==> src/rtl/multicycle_ctrl.sv <==
// Main control FSM of the multicycle RV32I-subset core.
// Optional perf counters (instret, cycles) under MULTICYCLE_CTRL_PERF_EN.
module multicycle_ctrl #(
   parameter int width_instruc = 32,
   parameter int MEM_TIMEOUT   = 15,
   parameter int TO_W          = 8
) (
   input  logic                     clk,
   input  logic                     rst_n,
   input  logic                     run,
   input  logic [width_instruc-1:0] instruccion,
   input  logic                     zero,
   input  logic                     mem_ready,
   output logic [1:0]               ALU_OP,
   output logic                     alu_src_a,
   output logic [1:0]               alu_src_b,
   output logic                     mem_read,
   output logic                     mem_write,
   output logic                     ir_write,
   output logic                     pc_write,
   output logic                     reg_write,
   output logic                     mem_to_reg,
   output logic                     illegal,
   output logic                     bus_error,
`ifdef MULTICYCLE_CTRL_PERF_EN
   output logic [31:0]              instret,
   output logic [31:0]              cycles,
`endif
   output logic                     busy
);

   typedef enum logic [3:0] {
      S_IDLE,
      S_FETCH,
      S_DECODE,
      S_EXEC_R,
      S_EXEC_I,
      S_WB_ALU,
      S_MEM_ADDR,
      S_MEM_RD,
      S_WB_MEM,
      S_MEM_WR,
      S_BRANCH,
      S_FAULT
   } state_t;

   localparam logic [6:0] OP_R = 7'b0110011;
   localparam logic [6:0] OP_I = 7'b0010011;
   localparam logic [6:0] OP_L = 7'b0000011;
   localparam logic [6:0] OP_S = 7'b0100011;
   localparam logic [6:0] OP_B = 7'b1100011;

   localparam logic [TO_W-1:0] TO_LAST = TO_W'(MEM_TIMEOUT - 1);

   state_t          state;
   state_t          state_d;
   state_t          next_run;
   logic [TO_W-1:0] to_cnt;
   logic [6:0]      opcode;
   logic            is_mem;
   logic            timeout;
   logic            ill_set;
   logic            be_set;
   logic            unused_ok;

   assign opcode    = instruccion[6:0];
   assign unused_ok = ^instruccion[width_instruc-1:7];
   assign next_run  = run ? S_FETCH : S_IDLE;

   assign is_mem = (state == S_FETCH) ||
                   (state == S_MEM_RD) ||
                   (state == S_MEM_WR);

   // to_cnt holds the number of ready-less cycles already spent
   assign timeout = is_mem && !mem_ready && (to_cnt == TO_LAST);

   always_ff @(posedge clk or negedge rst_n) begin
      if (!rst_n) begin
         state <= S_IDLE;
      end else begin
         state <= state_d;
      end
   end

   always_ff @(posedge clk or negedge rst_n) begin
      if (!rst_n) begin
         to_cnt    <= '0;
         illegal   <= 1'b0;
         bus_error <= 1'b0;
      end else begin
         if (state_d != state) begin
            to_cnt <= '0;
         end else if (is_mem && !mem_ready) begin
            to_cnt <= to_cnt + 1'b1;
         end
         if (ill_set) illegal <= 1'b1;
         if (be_set) bus_error <= 1'b1;
      end
   end

   always_comb begin
      state_d = state;
      ill_set = 1'b0;
      be_set  = 1'b0;
      unique case (state)
         S_IDLE: begin
            if (run) state_d = S_FETCH;
         end
         S_FETCH: begin
            if (mem_ready) begin
               state_d = S_DECODE;
            end else if (timeout) begin
               state_d = S_FAULT;
               be_set  = 1'b1;
            end
         end
         S_DECODE: begin
            unique case (1'b1)
               (opcode == OP_R): state_d = S_EXEC_R;
               (opcode == OP_I): state_d = S_EXEC_I;
               (opcode == OP_L),
               (opcode == OP_S): state_d = S_MEM_ADDR;
               (opcode == OP_B): state_d = S_BRANCH;
               default: begin
                  state_d = S_FAULT;
                  ill_set = 1'b1;
               end
            endcase
         end
         S_EXEC_R: state_d = S_WB_ALU;
         S_EXEC_I: state_d = S_WB_ALU;
         S_WB_ALU: state_d = next_run;
         S_MEM_ADDR: begin
            state_d = (opcode == OP_S) ? S_MEM_WR : S_MEM_RD;
         end
         S_MEM_RD: begin
            if (mem_ready) begin
               state_d = S_WB_MEM;
            end else if (timeout) begin
               state_d = S_FAULT;
               be_set  = 1'b1;
            end
         end
         S_WB_MEM: state_d = next_run;
         S_MEM_WR: begin
            if (mem_ready) begin
               state_d = next_run;
            end else if (timeout) begin
               state_d = S_FAULT;
               be_set  = 1'b1;
            end
         end
         S_BRANCH: state_d = next_run;
         S_FAULT:  state_d = S_FAULT;
         default:  state_d = S_IDLE;
      endcase
   end

   always_comb begin
      ALU_OP     = 2'b00;
      alu_src_a  = 1'b0;
      alu_src_b  = 2'b00;
      mem_read   = 1'b0;
      mem_write  = 1'b0;
      ir_write   = 1'b0;
      pc_write   = 1'b0;
      reg_write  = 1'b0;
      mem_to_reg = 1'b0;
      busy       = (state != S_IDLE) && (state != S_FAULT);
      unique case (state)
         S_FETCH: begin
            mem_read  = 1'b1;
            alu_src_b = 2'b01;
            ir_write  = mem_ready;
            pc_write  = mem_ready;
         end
         S_EXEC_R: begin
            alu_src_a = 1'b1;
            ALU_OP    = 2'b10;
         end
         S_EXEC_I: begin
            alu_src_a = 1'b1;
            alu_src_b = 2'b10;
            ALU_OP    = 2'b10;
         end
         S_WB_ALU: reg_write = 1'b1;
         S_MEM_ADDR: begin
            alu_src_a = 1'b1;
            alu_src_b = 2'b10;
         end
         S_MEM_RD: mem_read = 1'b1;
         S_WB_MEM: begin
            reg_write  = 1'b1;
            mem_to_reg = 1'b1;
         end
         S_MEM_WR: mem_write = 1'b1;
         S_BRANCH: begin
            alu_src_a = 1'b1;
            ALU_OP    = 2'b01;
            pc_write  = zero;
         end
         default: ;
      endcase
   end

`ifdef MULTICYCLE_CTRL_PERF_EN
   logic done;

   assign done = (state == S_WB_ALU) ||
                 (state == S_WB_MEM) ||
                 (state == S_BRANCH) ||
                 ((state == S_MEM_WR) && mem_ready);

   always_ff @(posedge clk or negedge rst_n) begin
      if (!rst_n) begin
         instret <= '0;
         cycles  <= '0;
      end else begin
         instret <= instret + 32'(done);
         cycles  <= cycles + 32'(busy);
      end
   end
`endif

endmodule

==> config.mk <==
export PLATFORM = sky130hd
export DESIGN_NAME = multicycle_ctrl
export DESIGN_NICKNAME = d
export VERILOG_FILES = /design/src/rtl/multicycle_ctrl.sv
export SDC_FILE = /design/constraint.sdc
export NUM_CORES = 1
export LEC_CHECK = 0
export CORE_MARGIN = 2
export CORE_UTILIZATION = 31
export CTS_BUF_LIST = sky130_fd_sc_hd__clkbuf_16
export DETAILED_ROUTE_END_ITERATION = 6
export GPL_TIMING_DRIVEN = 0
export PLACE_DENSITY = 0.72
export SYNTH_ARGS = -nofsm -noshare
export SYNTH_HDL_FRONTEND = slang
export SYNTH_SLANG_ARGS = --single-unit
==> constraint.sdc <==
create_clock -name clk -period 2 [get_ports clk]
set_input_delay 0.2 -clock clk [delete_from_list [all_inputs] [get_ports clk]]
set_output_delay 0.2 -clock clk [all_outputs]
set_load 0.02 [all_outputs]
==> summary.md <==
| Metric | Value |
|---|---|
| Outcome | finished clean |
| WL/cell | 14.6 um |
| Detail Route Antenna Nets | 0 |
| R2R Setup Slk | about 20 ps |
| Net Sw Frac | 0.473 |
| Fill cells | approximately 410 |
| Final Critical Period | 1990 ps |
| Initial antenna violation count | 0 |
| Pre-antenna DRT Iters | 4 |
| GR Util All Layers | 0.163 |
| GR Util met1 | 0.217 |
| P_leak | approximately 0.74 nW |
| Hold/Removal Path Class | primary input to async pin |
| Fmax | roughly 0.5 GHz |
| Pwr Total | 2.49 mW |
| Synth Register Bits | 14 |
| Least-Margin Pin Slew | roughly 650 ps |
| Final period utilization | 0.994 |
| Setup-failing EPs final | 0 |
| Sw Pwr | ~1.2 mW |
| Slew Limit Fails | 0 |
| Area after DPL | about 1600 sq um |
| Most common cell after layout, fill and taps aside | nor2_1 |
| GP Congestion | roughly 0.9 |
| Post-synth top flop | dfrtp_1 |
| Critical path origin | mem_ready |
| GR Overflow Total | 0 |
| Worst R2R End | to_cnt[1]$_DFFE_PN0P_ |
| WL final | 3590 um |
| Die Ht | between 60 and 70 um |
| Via-to-Cell Ratio | around 5.6 |
| # IOs | slightly above 50 |
| Most congested layer reported by global routing | met2 |
| Sequential Area | about 350 sq um |
| RSZ-0062 raised after global routing | true |
| Max_slew headroom | 0.564 |
| Max VDD drop | between 0.0005 and 0.0006 V |
| Avg Inst Size Synth | roughly 8.1 sq um |
| Ant diodes | 0 |
| Critical Path RT | 2160 ps |
| Maximum root-to-sink buffer count | 2 |
| Clk_skew | 4.61 ps |
| Netlist cell types | between 50 and 60 |
| Type of origin of the critical path | primary input |
| Clk pwr share | 0.154 |
| Hold_buf cts | 0 |
| Area Overhead vs Synth | 40.7% |
| Crit path capture | to_cnt[1]$_DFFE_PN0P_ |
| CTS root buf | clkbuf_16 |
| Reg2Reg Depth | 7 |
| Power share of the combinational group | 0.686 |
| Multi-input combinational cell area | 936 sq um |
| Initial Util | 0.322 |
| Nets | roughly 240 |
| Die ar. | between 4000 and 5000 sq um |
| Crit-path max FO | 9 |
| Die W | 68.5 um |
| Setup TNS | 0 ps |
| Core Rows | 23 |
| Mapped Area | around 1300 sq um |
| Sequential power share | 0.160 |
| Syn nets | 198 |
| Drt initial violations | 160 |
| CP Data Arrival Time | 2150 ps |
| Fin cells | approximately 250 |
| Largest net degree at the start of global routing | 15 |
| Met2 Track Usage GR | 0.261 |
| EDFF count, synth | 0 |
| Vias in the first global route | around 1.2k |
| Clock net sink count | 14 |
| HPWL Detailed | approximately 2500 um |
| Commonest non-fill, non-tap cells in the layout | nor2_1 (15), buf_4 (13), nand2_1 (13) |
| Pwr/cell area | about 1400 nW/um^2 |
| Seq/Total Area, Yosys | 0.272 |
| Worst skew pair latency | 250 ps |
| CP endpoint kind | flip-flop |
| Max_cap viols | 0 |
| # port buffers | 25 |
| Met3 Track Usage GR | 0.0214 |
| Placed cells | around 230 |
| Total core area | 4000 sq um |
| Count of final hold-check violations | 0 |
| Pint | roughly 1.3 mW |
| CTS tree | yes |
| H-tree depth | 1 |
| Reg2reg start | to_cnt[0]$_DFFE_PN0P_ |
| Final Instance Area | roughly 1800 sq um |
| Vias | between 1k and 1.5k |
| Asr flop ratio synth | 1.00 |
| Post-Synthesis Cells | 159 |
| Clk pin slew, worst setup/hold paths | about 50 ps |
| First-pass GRT wire length | approximately 5700 um |
| Drc violations | 0 |
| CTS Buf Count | 3 |
| Kind of critical path | primary input to flip-flop |
| Ys Warns | 0 |
| Layout cells sized above 1 | 0.245 |
## worst max-delay path, stage by stage
cell and delay, ps:
clkdlybuf4s50_1 570, nand2b_1 270, a32oi_2 240, o221ai_2 150, a2111oi_4 340, nand3_4 190, a211oi_2 190
## area by class of cell
class                   count  area share
clock inverters             1     0.00207
multi-input cells         129       0.516
inverters                   6      0.0145
clock buffers               3      0.0414
plain buffers              10      0.0407
well taps                  50      0.0345
repair buffers             33       0.156
flip-flops and latches     14       0.195
## state kept, by name, summed over array words and instances, names as in the netlist
signal	count
to_cnt	8
state	4
bus_error	1
illegal	1
## worst min-delay path by stage
stage,startpoint,end,slack [ps],depth (start not counted)
6_report,rst_n,to_cnt[5]$_DFFE_PN0P_,360,1
5_1_grt,rst_n,to_cnt[4]$_DFFE_PN0P_,430,1
4_1_cts,rst_n,to_cnt[5]$_DFFE_PN0P_,370,1
3_5_place_dp,bus_error$_DFFE_PN0P_,bus_error$_DFFE_PN0P_,460,1
3_3_place_gp,bus_error$_DFFE_PN0P_,bus_error$_DFFE_PN0P_,450,1
2_1_floorplan,rst_n,bus_error$_DFFE_PN0P_,-100,0
## Yosys cell counts, types with 2 or more instances
master / count / area [sq um]
nor3_1: 3 / 15.0
or3b_1: 3 / 26.3
buf_2: 5 / 25.0
nor2_1: 16 / 60.1
o31ai_1: 2 / 15.0
dfrtp_1: 14 / 350
xnor2_1: 4 / 35.0
o221ai_1: 2 / 17.5
nand2_1: 13 / 48.8
a21oi_1: 7 / 35.0
nand2b_1: 8 / 50.1
ha_1: 2 / 25.0
o2111ai_1: 2 / 17.5
xor2_1: 4 / 35.0
nor4_1: 2 / 12.5
buf_1: 3 / 11.3
inv_1: 6 / 22.5
nor2b_1: 2 / 12.5
and2_1: 2 / 12.5
nand3_1: 4 / 20.0
a21o_1: 3 / 22.5
or3_1: 4 / 25.0
o21ai_0: 8 / 40.0
or2_1: 2 / 12.5
nand3b_1: 4 / 30.0
a211oi_1: 4 / 30.0
clkbuf_1: 2 / 7.51
## metal layers
| layer | wire [um] | vias up |
|---|---|---|
| met5 | 0 | - |
| met4 | 91 | 0 |
| met3 | 249 | 8 |
| met2 | 1690 | 56 |
| met1 | 1550 | 645 |
| li1 | - | 667 |
## per-stage QoR
step / hold slack, ps / util / setup slack, ps
floorplan: -95.6 / - / 105
global placement: 449 / 0.402 / -394
detailed placement: 456 / 0.402 / -419
CTS: 371 / 0.436 / 0.291
global route: 433 / 0.453 / -84.1
finish: 355 / 0.453 / 11.6
## cell families (layout without fill, tap and decap cells)
| group | Yosys count | after routing | share of synthesized area |
|---|---|---|---|
| adders and majority gates | 2 | 2 | 0.0194 |
| AOI/OAI and AO/OA | 46 | 46 | 0.274 |
| xor gates and xnor gates | 8 | 8 | 0.0544 |
| and+or+nand+nor | 72 | 72 | 0.320 |
| DFF | 14 | 14 | 0.272 |
| buffers and inverters | 16 | 53 | 0.0515 |
| muxes | 1 | 1 | 0.00874 |
## power groups by stage
stage / logic, mW / registers [mW] / clock network [mW]
6_report: 1.71 / 0.397 / 0.383
3_3_place_gp: 1.45 / 0.412 / 0
5_1_grt: 1.85 / 0.404 / 0.406
3_5_place_dp: 1.47 / 0.414 / 0
2_1_floorplan: 0.999 / 0.404 / 0
4_1_cts: 1.53 / 0.399 / 0.386
## repair_timing
action,in CTS,in global routing
endpoints found under the setup margin,20,13
setup buffers,3,5
pin swaps,3,2
gates resized for setup,42,14
Power figures use the tool's default switching activity.
